### config.mk
export PLATFORM = sky130hd
export DESIGN_NAME = alu_cmd_queue_flat
export DESIGN_NICKNAME = d
export VERILOG_FILES = /design/src/rtl/alu_cmd_queue_if.sv /design/src/rtl/alu_cmd_queue.sv /design/src/flat_wrapper.sv
export SDC_FILE = /design/constraint.sdc
export NUM_CORES = 1
export LEC_CHECK = 0
export CAP_MARGIN = 15
export CORE_ASPECT_RATIO = 0.8
export CORE_MARGIN = 1
export CORE_UTILIZATION = 35
export DETAILED_ROUTE_END_ITERATION = 7
export DONT_BUFFER_PORTS = 1
export GPL_TIMING_DRIVEN = 0
export PLACE_DENSITY = 0.48
export SLEW_MARGIN = 20
export SYNTH_ARGS = -nofsm -noshare
export SYNTH_HDL_FRONTEND = slang
export SYNTH_SLANG_ARGS = --single-unit
### constraint.sdc
create_clock -name clk -period 3 [get_ports clk]
set_input_delay 0.9 -clock clk [delete_from_list [all_inputs] [get_ports clk]]
set_output_delay 0.9 -clock clk [all_outputs]
set_load 0.05 [all_outputs]
### src/rtl/alu_cmd_queue_if.sv
// Producer push handshake and registered ALU command bus of the ALU command queue.
interface alu_cmd_queue_if #(
    parameter int DW = 16
) ();
    logic          push_valid;
    logic [DW-1:0] push_A;
    logic [DW-1:0] push_B;
    logic [3:0]    push_opcode;
    logic          push_ready;
    logic [DW-1:0] alu_A;
    logic [DW-1:0] alu_B;
    logic [3:0]    alu_opcode;
    logic          alu_start;

    modport master (
        output push_valid, push_A, push_B, push_opcode,
        input  push_ready, alu_A, alu_B, alu_opcode, alu_start
    );

    modport slave (
        input  push_valid, push_A, push_B, push_opcode,
        output push_ready, alu_A, alu_B, alu_opcode, alu_start
    );
endinterface

### src/rtl/alu_cmd_queue.sv
// Command FIFO feeding a single ALU through an IDLE/ISSUE/WAIT issue engine.
// Operands are presented on registered outputs together with a one-cycle start pulse.
module alu_cmd_queue #(
    parameter int DEPTH = 4,
    parameter int DW    = 16
) (
    input  logic                     clk,
    input  logic                     rst_n,
    alu_cmd_queue_if.slave           bus,
    input  logic                     flush,
    input  logic                     busy,
    input  logic                     diss_clk,
    output logic [$clog2(DEPTH):0]   count,
    output logic [15:0]              issued_cnt
);
    localparam int AW = $clog2(DEPTH);
    localparam int CW = AW + 1;
    localparam int EW = 2 * DW + 4;
    localparam logic [CW-1:0] CNT_ZERO = {CW{1'b0}};
    localparam logic [CW-1:0] CNT_ONE  = CW'(32'd1);
    localparam logic [CW-1:0] CNT_FULL = CW'(DEPTH);
    localparam logic [AW-1:0] PTR_ONE  = AW'(32'd1);

    typedef enum logic [1:0] {
        ST_IDLE  = 2'd0,
        ST_ISSUE = 2'd1,
        ST_WAIT  = 2'd2
    } state_t;

    state_t          state_r;
    state_t          state_s;
    logic            wait_first_r;
    logic [EW-1:0]   mem_r [DEPTH];
    logic [AW-1:0]   wr_ptr_r;
    logic [AW-1:0]   rd_ptr_r;
    logic [CW-1:0]   count_r;
    logic [CW-1:0]   count_s;
    logic            push_ready_s;
    logic            push_go_s;
    logic            issue_go_s;
    logic [EW-1:0]   head_s;
    logic [DW-1:0]   alu_a_r;
    logic [DW-1:0]   alu_b_r;
    logic [3:0]      alu_opcode_r;
    logic            alu_start_r;
    logic [15:0]     issued_cnt_r;

    assign push_ready_s = (count_r != CNT_FULL);
    assign push_go_s    = bus.push_valid & push_ready_s & ~flush;
    assign head_s       = mem_r[rd_ptr_r];

    // Issue engine next state; issuing also pops the FIFO head.
    always_comb begin
        state_s    = state_r;
        issue_go_s = 1'b0;
        case (state_r)
            ST_IDLE: begin
                if ((count_r != CNT_ZERO) && !busy && !diss_clk && !flush) begin
                    state_s    = ST_ISSUE;
                    issue_go_s = 1'b1;
                end else begin
                    state_s = ST_IDLE;
                end
            end
            ST_ISSUE: begin
                state_s = ST_WAIT;
            end
            ST_WAIT: begin
                // The ALU may not have raised busy yet in the first WAIT cycle.
                if (wait_first_r) begin
                    state_s = ST_WAIT;
                end else if (!busy) begin
                    state_s = ST_IDLE;
                end else begin
                    state_s = ST_WAIT;
                end
            end
            default: begin
                state_s = ST_IDLE;
            end
        endcase
    end

    // Occupancy after this cycle's push and pop.
    always_comb begin
        count_s = count_r;
        case ({push_go_s, issue_go_s})
            2'b10:   count_s = count_r + CNT_ONE;
            2'b01:   count_s = count_r - CNT_ONE;
            default: count_s = count_r;
        endcase
    end

    // Issue engine state register.
    always_ff @(posedge clk or negedge rst_n) begin
        if (!rst_n) begin
            state_r      <= ST_IDLE;
            wait_first_r <= 1'b0;
        end else begin
            state_r      <= state_s;
            wait_first_r <= (state_r == ST_ISSUE);
        end
    end

    // FIFO storage, pointers and occupancy; flush empties the queue in place.
    always_ff @(posedge clk or negedge rst_n) begin
        if (!rst_n) begin
            for (int i = 0; i < DEPTH; i++) begin
                mem_r[i] <= {EW{1'b0}};
            end
            wr_ptr_r <= {AW{1'b0}};
            rd_ptr_r <= {AW{1'b0}};
            count_r  <= CNT_ZERO;
        end else if (flush) begin
            rd_ptr_r <= wr_ptr_r;
            count_r  <= CNT_ZERO;
        end else begin
            if (push_go_s) begin
                mem_r[wr_ptr_r] <= {bus.push_A, bus.push_B, bus.push_opcode};
                wr_ptr_r        <= wr_ptr_r + PTR_ONE;
            end else begin
                wr_ptr_r <= wr_ptr_r;
            end
            if (issue_go_s) begin
                rd_ptr_r <= rd_ptr_r + PTR_ONE;
            end else begin
                rd_ptr_r <= rd_ptr_r;
            end
            count_r <= count_s;
        end
    end

    // Registered ALU command outputs; operands hold between issues.
    always_ff @(posedge clk or negedge rst_n) begin
        if (!rst_n) begin
            alu_a_r      <= {DW{1'b0}};
            alu_b_r      <= {DW{1'b0}};
            alu_opcode_r <= 4'd0;
            alu_start_r  <= 1'b0;
            issued_cnt_r <= 16'd0;
        end else begin
            alu_start_r <= issue_go_s;
            if (issue_go_s) begin
                alu_a_r      <= head_s[EW-1 -: DW];
                alu_b_r      <= head_s[DW+3 -: DW];
                alu_opcode_r <= head_s[3:0];
                issued_cnt_r <= issued_cnt_r + 16'd1;
            end else begin
                alu_a_r      <= alu_a_r;
                alu_b_r      <= alu_b_r;
                alu_opcode_r <= alu_opcode_r;
                issued_cnt_r <= issued_cnt_r;
            end
        end
    end

    assign bus.push_ready = push_ready_s;
    assign bus.alu_A      = alu_a_r;
    assign bus.alu_B      = alu_b_r;
    assign bus.alu_opcode = alu_opcode_r;
    assign bus.alu_start  = alu_start_r;
    assign count          = count_r;
    assign issued_cnt     = issued_cnt_r;
endmodule

### src/flat_wrapper.sv
// flat-port wrapper written by rule: the top's interface ports become plain ports
module alu_cmd_queue_flat 
#(
    parameter int DEPTH = 4,
    parameter int DW    = 16
)
  (clk, rst_n, flush, busy, diss_clk, count, issued_cnt, bus_push_valid, bus_push_A, bus_push_B, bus_push_opcode, bus_push_ready, bus_alu_A, bus_alu_B, bus_alu_opcode, bus_alu_start);
  alu_cmd_queue_if #(.DW(DW)) bus_i ();
  input  logic clk;
  input  logic rst_n;
  input  logic flush;
  input  logic busy;
  input  logic diss_clk;
  output logic [$clog2(DEPTH):0] count;
  output logic [15:0] issued_cnt;
  input wire logic [$bits(bus_i.push_valid)-1:0] bus_push_valid;
  input wire logic [$bits(bus_i.push_A)-1:0] bus_push_A;
  input wire logic [$bits(bus_i.push_B)-1:0] bus_push_B;
  input wire logic [$bits(bus_i.push_opcode)-1:0] bus_push_opcode;
  output wire logic [$bits(bus_i.push_ready)-1:0] bus_push_ready;
  output wire logic [$bits(bus_i.alu_A)-1:0] bus_alu_A;
  output wire logic [$bits(bus_i.alu_B)-1:0] bus_alu_B;
  output wire logic [$bits(bus_i.alu_opcode)-1:0] bus_alu_opcode;
  output wire logic [$bits(bus_i.alu_start)-1:0] bus_alu_start;
  assign bus_i.push_valid = bus_push_valid;
  assign bus_i.push_A = bus_push_A;
  assign bus_i.push_B = bus_push_B;
  assign bus_i.push_opcode = bus_push_opcode;
  assign bus_push_ready = bus_i.push_ready;
  assign bus_alu_A = bus_i.alu_A;
  assign bus_alu_B = bus_i.alu_B;
  assign bus_alu_opcode = bus_i.alu_opcode;
  assign bus_alu_start = bus_i.alu_start;
  alu_cmd_queue #(.DEPTH(DEPTH), .DW(DW)) u_core (.clk(clk), .rst_n(rst_n), .bus(bus_i), .flush(flush), .busy(busy), .diss_clk(diss_clk), .count(count), .issued_cnt(issued_cnt));
endmodule
Yosys cells after proc, flatten, opt, wreduce, memory -nomap -nowiden
Cells that the tools add are included.
{"block": "totals", "reg_bits": 207, "input_bits": 42, "elab_cells": 60}
{"block": "classes", "n_eq_ne": 5, "muxes": 16, "n_addsub": 5, "order_cmp": 3, "n_bitwise": 5, "reduce_logical": 12}
{"operator": "144-bit bitwise mux", "count": 1}
{"operator": "36-bit two-way mux", "count": 3}
{"operator": "36-bit binary-select mux with 2-bit select", "count": 1}
{"operator": "36-bit demux with 2-bit select", "count": 1}
{"operator": "16-bit by 1-bit adder with 16-bit output (second input constant)", "count": 1}
{"operator": "2-bit two-way mux", "count": 4}
{"operator": "3-bit >= comparator (second input constant)", "count": 2}
{"operator": "2-bit inverter with 3-bit output", "count": 2}
{"operator": "2-bit one-hot mux with 3 select lines", "count": 1}
{"operator": "3-bit one-hot mux with 2 select lines", "count": 1}
{"operator": "3-bit nonzero test", "count": 2}
{"operator": "2-bit by 1-bit adder with 2-bit output (second input constant)", "count": 2}
{"operator": "2-bit by 1-bit equality test with 1-bit output (second input constant)", "count": 2}
{"operator": "2-bit equality test (second input constant)", "count": 2}
{"operator": "1-bit logical AND", "count": 4}
{"operator": "3-bit by 1-bit adder with 3-bit output (second input constant)", "count": 1}
{"operator": "1-bit logical NOT", "count": 3}
{"operator": "3-bit by 1-bit less-than comparator with 1-bit output (second input constant)", "count": 1}
{"operator": "1-bit two-way mux", "count": 3}
{"operator": "3-bit two-way mux", "count": 1}
{"operator": "3-bit != test (second input constant)", "count": 1}
{"operator": "3-bit by 1-bit subtractor with 3-bit output (second input constant)", "count": 1}
{"operator": "1-bit AND", "count": 2}
{"operator": "2-bit logical NOT", "count": 1}
{"operator": "other kinds (3)", "count": 3}

Logic depth before layout (Yosys ltp)
Gate-level depths: netlist of the first run.
{"block": "depth", "depth_word": 9, "ltp_mapped": 10}

Least setup slack after synthesis of the first run
Ideal clock, no wire load.
{"block": "synth_timing", "kind": "input to register", "startpoint": "in busy", "endpoint": "reg u_core.count_r[1], in the netlist u_core.count[1]", "required_ns": 2.876, "setup_ns": 0.124, "arrival_ns": 3.338, "stages": 9, "slack_ns": -0.462, "path_buffers": 1, "path_cell_list": "or4_4 > nor3_2 > buf_2 > nor2b_1 > fa_1 > nor4bb_1 > a2111oi_0 > o31ai_1 > o31a_1"}
{"block": "synth_via", "elab_chain_len": 9, "word_cells_on_any_way": 11, "cone_classes": "eq/ne: 2; mux: 4; reduce/logical: 5"}
{"item": "from (decl)", "line_no": "flat_wrapper.sv:12", "source": "input logic busy;"}
{"item": "1-bit logical NOT *", "line_no": "alu_cmd_queue.sv:58", "source": "if ((count_r != CNT_ZERO) && !busy && !diss_clk && !flush) begin"}
{"item": "1-bit logical AND * (3 in series)", "line_no": "alu_cmd_queue.sv:58"}
{"item": "1-bit two-way mux *", "line_no": "alu_cmd_queue.sv:58"}
{"item": "1-bit two-way mux *", "line_no": "alu_cmd_queue.sv:56", "source": "case (state_r)"}
{"item": "named net u_core.issue_go_s", "line_no": "alu_cmd_queue.sv:40", "source": "logic issue_go_s;"}
{"item": "2-bit by 1-bit equality test with 1-bit output or 2-bit equality test (tied branches)", "line_no": "alu_cmd_queue.sv:87", "source": "case ({push_go_s, issue_go_s})"}
{"item": "3-bit one-hot mux with 2 select lines", "line_no": "alu_cmd_queue.sv:87"}
{"item": "3-bit two-way mux", "line_no": "alu_cmd_queue.sv:114", "source": "end else if (flush) begin"}
{"item": "to (signal assigned)", "line_no": "alu_cmd_queue.sv:129", "source": "count_r <= count_s;"}
{"item": "to (decl)", "line_no": "alu_cmd_queue.sv:36", "source": "logic [CW-1:0] count_r;"}
Mark *: on every way through the listed nets, which the timed path passes. The rest lies on a longest branch.
A chain may end at the register's enable or synchronous reset.

Worst setup path after layout of the first run
{"block": "layout_timing", "startpoint": "reg u_core.count_r[2], in the netlist u_core.count[2]", "endpoint": "reg u_core.count_r[1], in the netlist u_core.count[1]"}
{"block": "layout_via", "elab_chain_len": 9, "word_cells_on_any_way": 14, "cone_classes": "eq/ne: 3; mux: 4; bitwise: 2; reduce/logical: 5"}
{"item": "3-bit nonzero test *", "line_no": "alu_cmd_queue.sv:58"}
{"item": "1-bit logical AND * (3 in series)", "line_no": "alu_cmd_queue.sv:58"}
{"item": "1-bit two-way mux *", "line_no": "alu_cmd_queue.sv:58"}
{"item": "1-bit two-way mux *", "line_no": "alu_cmd_queue.sv:56"}
{"item": "named net u_core.issue_go_s", "line_no": "alu_cmd_queue.sv:40"}
{"item": "2-bit by 1-bit equality test with 1-bit output or 2-bit equality test (tied branches)", "line_no": "alu_cmd_queue.sv:87"}
{"item": "3-bit one-hot mux with 2 select lines", "line_no": "alu_cmd_queue.sv:87"}
{"item": "3-bit two-way mux", "line_no": "alu_cmd_queue.sv:114"}
Marks and branches as above.

==> results of run 1 <==
==> through the flow <==
| step | hold WS, ns | instances | area, um^2 |
|---|---|---|---|
| 6_report | 0.08856 | 919 | 10110 |
| 5_1_grt | 0.06093 | 919 | 10110 |
| 4_1_cts | 0.06339 | 916 | 10090 |
| 3_5_place_dp | 0.4808 | 874 | 9313 |
| 3_3_place_gp | 0.4691 | 874 | 9313 |
| 2_1_floorplan | 0.4587 | 556 | 8915 |
==> cells by family after synthesis <==
logic type               after synthesis  synth area share, %
flip-flops                           206                58.13
AO/OA/AOI/OAI                         17                1.411
AND/OR/NAND/NOR                       56                3.654
adder cells (fa/ha/maj)                6               0.9312
multiplexers                         218                32.24
buffers and inverters                 34                1.764
XOR/XNOR                              19                1.876
==> registers in the layout, summed over array words and instances (netlist names) <==
name                   count
u_core.bus.alu_A          16
u_core.bus.alu_B          16
u_core.bus.alu_opcode      4
u_core.count               3
u_core.issued_cnt         16
u_core.mem_r             144
u_core.rd_ptr_r            2
u_core.state_r             2
u_core.wait_first_r        1
u_core.wr_ptr_r            2
==> path summary, 6_finish.rpt <==
path	start	to	slack (ns)	depth (start not counted)
min in group clk	u_core.mem_r[1]$_DFFE_PN0P_	u_core.mem_r[1]$_DFFE_PN0P_	0.49	1
max reg2reg	u_core.count[2]$_DFFE_PN0P_	u_core.count[1]$_DFFE_PN0P_	0.13	10
min reg2reg	u_core.mem_r[1]$_DFFE_PN0P_	u_core.mem_r[1]$_DFFE_PN0P_	0.49	1
max in group asynchronous	rst_n	u_core.mem_r[88]$_DFFE_PN0P_	2.48	0
max	u_core.count[2]$_DFFE_PN0P_	u_core.count[1]$_DFFE_PN0P_	0.13	10
min	rst_n	u_core.issued_cnt[11]$_DFFE_PN0P_	0.09	0
==> what timing repair did <==
item,4_1_cts,5_1_grt
gates resized for setup,7,1
setup endpoints to repair,3,1
buffers inserted,2,3
pin swaps,2,1
==> worst max-delay path, stage by stage (launching register included) <==
cell	delay (ns)
dfrtp_2	0.51
buf_2	0.25
nor3_4	0.27
nor3_4	0.06
buf_6	0.19
nor2b_4	0.13
fa_1	0.62
nor4bb_4	0.28
a2111oi_2	0.06
o31ai_1	0.25
o31a_1	0.17
==> metal layers <==
layer	part of all wire, %	GRT usage [%]	vias up
met4	2.0	4.083	0
met3	7.5	5.188	31
met5	0	0	-
met2	45	25.21	91
li1	-	-	2106
met1	45	20.27	2552
==> final cells by class <==
cell class	count	area, um^2	share of cell area, %
buffer	29	145.1	1.436
clock buffer	38	734.5	7.265
sequential	206	5160	51.04
timing repair buffer	5	37.54	0.3713
tap	318	397.9	3.936
multi-input combinational	316	3606	35.67
inverter	5	18.77	0.1856
clock inverter	2	10.01	0.09901
==> where the power goes <==
group	internal [uW]	switching, uW
combinational	1870	1060
sequential	4030	1630
clock	1660	1100
==> cell usage in the layout (no fill, tap or decap), types with 2 or more instances in the layout <==
cell type,synthesis,routed
ha_1,5,5
nor3_1,3,2
buf_2,17,17
nand4_1,5,5
nor3_4,0,2
buf_4,2,7
o21ai_0,5,5
and3_1,3,3
mux4_2,36,36
mux2_1,8,8
nor2_1,9,8
xnor2_1,17,17
nor4_1,3,3
buf_1,2,2
dfrtp_2,0,4
clkbuf_16,0,25
clkbuf_1,8,14
nand3_1,7,7
clkbuf_8,0,6
mux2_2,173,173
a21oi_1,4,4
nand2_1,14,14
nand2_4,4,4
dfrtp_1,206,202
inv_1,5,4
clkinv_2,0,2
xor2_1,2,2
==> flow_summary.yaml, run 1 <==
sta:
  hold_viol: 0
  slew_violations: 0
  rsz0062_at_grt: "no"
  fin_ws_ns: 0.1311
  worst_pin_slew_ns: 1.011
  setup_tns_ns: 0
  relSlewSlack_pct: 32.61
  setup_violations: 0
  fmax_mhz: 348.6
  skew_ns: 0.01324
  period_needed_ns: 2.869
  fin_crit_sh_pct: 95.63
cts:
  clock_latency_ns: 0.51
  postCtsHoldBufs: 0
  cts_buffers: 24
  cts_buffer_depth: 3
  cts_root_buffer: "clkbuf_16"
  h-tree-depth: 1
  cts.clk_slew.worst_paths_ns: 0.06
  cts_tree: "done"
  numClockSinks: 206
cells_and_area:
  final_layout_size_suffix_gt1_share_pct: 47.42
  post-route-util_pct: 41.04
  nets: 635
  fillers: 2266
  synthToLayoutAreaGrowth_pct: 14.00
  diodes: 0
die:
  pin_count: 99
  rows: 51
  start_util_pct: 36.01
  fp.dieArea_um2: 25980
  core_area_um2: 24630
  die_w_um: 180.0
  die_height_um: 144.4
logic_synthesis:
  syn-num-nets: 604
  netlist_top_cells_area: "dfrtp_1 58%, mux2_2 22%, mux4_2 9.1%, xnor2_1 1.7%, mux2_1 1.0%"
  yosysMostFrequentCell: "dfrtp_1"
  ys_seq_area_share_pct: 58.13
  synth-seq-cells: 206
  async_flop_share_pct: 100.0
  yosysTopAreaCellShare_pct: 58.13
  syn_area_per_cell_um2: 15.95
  syn_area_um2: 8869
  ys_dominant_reg_cell: "dfrtp_1"
  synth.top_cells.by_count: "206 x dfrtp_1, 173 x mux2_2, 36 x mux4_2, 17 x buf_2, 17 x xnor2_1"
  yosysTopAreaCell: "dfrtp_1"
  postSynthCellCount: 556
  synth-edff-count: 0
  ys_types: 39
  synth_warnings: 0
critical_path:
  path_class: "flip-flop to flip-flop"
  cp.arrival_ns: 3.31
  crit_path_end_kind: "flip-flop"
  required_ns: 3.44
  critPathLaunchType: "flip-flop"
  crit_fanout: 10
detailed_routing:
  via_per_inst: 5.201
  drtIter0Drc: 249
  dr.pass1.iters: 6
  drc: 9
  wl_per_cell_um: 21.23
  num_vias: 4780
  ant_nets: 0
  wl_mm: 19.51
power_and_ir_drop:
  ir_drop_uv: 485.0
  leakage_uw: 0.004302
  power_uw: 11350
  powerDensity_nw_per_um2: 1122
placed_design:
  place_congestion: 0.7401
  dpl.hpwl_mm: 12.50
  io_buffers: 0
  place_ws_ns: -0.5500
grt:
  antenna_found_initial: 0
  grt_max_degree: 207
  grtUsageTotal_pct: 15.62
  grt-ovfl-total: 0
  grt_pass1_wl_mm: 31.08
  grt_pass1_vias: 5291
status:
  status: "finished with violations"
  violations: "DRC"
hold_path:
  hold_class: "input port to asynchronous set/reset pin"
job:
  cap_violations: 0
Power figures use the tool's default switching activity.
==> inputs of run 2 (changes only) <==
--- a/config.mk
+++ b/config.mk
@@ -6,7 +6,7 @@
 export NUM_CORES = 1
 export LEC_CHECK = 0
 export CAP_MARGIN = 15
-export CORE_ASPECT_RATIO = 0.8
+export CORE_ASPECT_RATIO = 0.5
 export CORE_MARGIN = 1
 export CORE_UTILIZATION = 35
 export DETAILED_ROUTE_END_ITERATION = 7
==> run 2 against run 1 <==
Against the previous run:
- the flow now finishes without violations
- wire length decreased by 1.6%
- clock power decreased by 11%
- core utilization increased by 0.057 points
- first-iteration DRC count increased by 30%
- largest power group unchanged
- highest routed layer unchanged
==> flow_summary.yaml, run 2 (synthesized netlist as in run 1, its figures left out) <==
status:
  status: "finished clean"
sta:
  period_needed_ns: 2.807
  fin_crit_sh_pct: 93.58
  fin_ws_ns: 0.1926
  hold_slack_ns: 0.08253
  relSlewSlack_pct: 32.13
  setup_violations: 0
  skew_ns: 0.01367
  rsz0062_at_grt: "no"
  worst_pin_slew_ns: 1.018
  setup_tns_ns: 0
  slew_violations: 0
  hold_viol: 0
  fmax_mhz: 356.2
die:
  rows: 40
  start_util_pct: 36.31
  core_area_um2: 24420
  fp.dieArea_um2: 26020
  pin_count: 99
  die_height_um: 114.6
  die_w_um: 227.1
power_and_ir_drop:
  powerDensity_nw_per_um2: 1095
  leakage_uw: 0.004261
  ir_drop_uv: 345.4
detailed_routing:
  wl_per_cell_um: 20.52
  dr.pass1.iters: 4
  drc: 0
  dr_wl_met3_um: 845
  num_vias: 4711
  via_per_inst: 5.039
  wl_mm: 19.19
  dr_wl_met2_mm: 8.618
  ant_nets: 0
  drtIter0Drc: 323
  top_layer: "met4"
  wl_met1_mm: 9.333
cells_and_area:
  final_layout_size_suffix_gt1_share_pct: 47.41
  largest_register: "u_core.mem_r"
  nets: 635
  largest_reg_flops: 144
  final_common_cell: "dfrtp_1"
  diodes: 0
  mostFrequentLayoutCells: "202 x dfrtp_1, 173 x mux2_2, 36 x mux4_2, 21 x clkbuf_16, 17 x xnor2_1"
  fillers: 2301
  synthToLayoutAreaGrowth_pct: 13.19
cts:
  clock_latency_ns: 0.52
  h-tree-depth: 1
  cts_buffers: 21
  cts_tree: "done"
  cts_buffer_depth: 3
  cts_root_buffer: "clkbuf_16"
  cts.clk_slew.worst_paths_ns: 0.06
  numClockSinks: 206
critical_path:
  cp.arrival_ns: 3.20
  crit_fanout: 5
  critPathLaunchType: "flip-flop"
  crit_path_end_kind: "flip-flop"
  path_class: "flip-flop to flip-flop"
  required_ns: 3.39
job:
  cap_violations: 0
hold_path:
  hold_class: "input port to asynchronous set/reset pin"
placed_design:
  io_buffers: 0
  place_congestion: 0.7536
  place_ws_ns: -0.6550
  dpl.hpwl_mm: 12.18
grt:
  grt-ovfl-total: 0
  antenna_found_initial: 0
  grt_pass1_wl_mm: 30.90
  grt_pass1_vias: 5071
  grt_max_degree: 207
  grtUsageTotal_pct: 15.73
[run 2: changes by cell type in the layout (fill, tap and decap cells not counted), sizes merged]
| cell | previous run | this run |
|---|---|---|
| clkinv | 2 | 3 |
| inv | 5 | 7 |
| buf | 27 | 30 |
| clkbuf | 45 | 37 |
[run 2: repair_timing]
action | CTS | global route
gates cloned | 0 | 0
hold buffers | 0 | 0
endpoints found under the setup margin | 3 | 2
resized for setup | 6 | 5
pin swaps | 3 | 1
buffers inserted | 3 | 5
[run 2: critical path, cell delays in order (launching register included)]
cell       delay [ns]
dfrtp_2          0.53
or4_4            0.49
nor3_4           0.23
buf_6            0.16
nor2b_4          0.14
fa_1             0.46
nor4bb_4         0.19
a2111oi_2        0.23
o31ai_1          0.12
o31a_1           0.12
[run 2: where the power goes]
part / total [uW] / switching [uW] / internal, uW / leakage [uW]
Combinational: 2900 / 1050 / 1860 / 0.00143
Sequential: 5630 / 1610 / 4020 / 0.00252
Clock: 2460 / 1090 / 1370 / 0.000308
Total: 11000 / 3740 / 7250 / 0.00426
[run 2: layout make-up]
cell class / count / area [um^2] / share of cell area (%)
multi-input combinational: 316 / 3606 / 35.92
timing repair buffer: 8 / 60.06 / 0.5983
clock inverter: 5 / 32.53 / 0.3241
inverter: 5 / 18.77 / 0.1870
tap: 336 / 420.4 / 4.188
sequential: 206 / 5160 / 51.40
clock buffer: 30 / 589.3 / 5.871
buffer: 29 / 151.4 / 1.508
[run 2: layer usage]
layer | up-vias | global-route usage (%)
met5 | - | 0
met1 | 2498 | 22.90
met3 | 29 | 4.029
met2 | 70 | 23.50
met4 | 0 | 3.490
li1 | 2114 | -
[run 2: metrics by stage]
stage	std cells	power (uW)	utilization, %	instance area, um^2
detailed placement	892	8637	38.22	9335
global placement	892	8536	38.22	9335
floorplan	556	7892	-	8915
finish	935	10990	41.10	10040
CTS	930	11180	40.92	9993
global route	935	11670	41.10	10040
[run 2: path summary, 6_finish.rpt]
check | start | to | slack [ns] | cells past startpoint
setup reg to reg | u_core.state_r[0]$_DFF_PN0_ | u_core.count[1]$_DFFE_PN0P_ | 0.19 | 9
hold reg to reg | u_core.mem_r[4]$_DFFE_PN0P_ | u_core.mem_r[4]$_DFFE_PN0P_ | 0.49 | 1
max in group asynchronous | rst_n | u_core.mem_r[64]$_DFFE_PN0P_ | 2.61 | 0
min in group clk | u_core.mem_r[4]$_DFFE_PN0P_ | u_core.mem_r[4]$_DFFE_PN0P_ | 0.49 | 1
setup / recovery | u_core.state_r[0]$_DFF_PN0_ | u_core.count[1]$_DFFE_PN0P_ | 0.19 | 9
hold / removal | rst_n | u_core.mem_r[123]$_DFFE_PN0P_ | 0.08 | 0
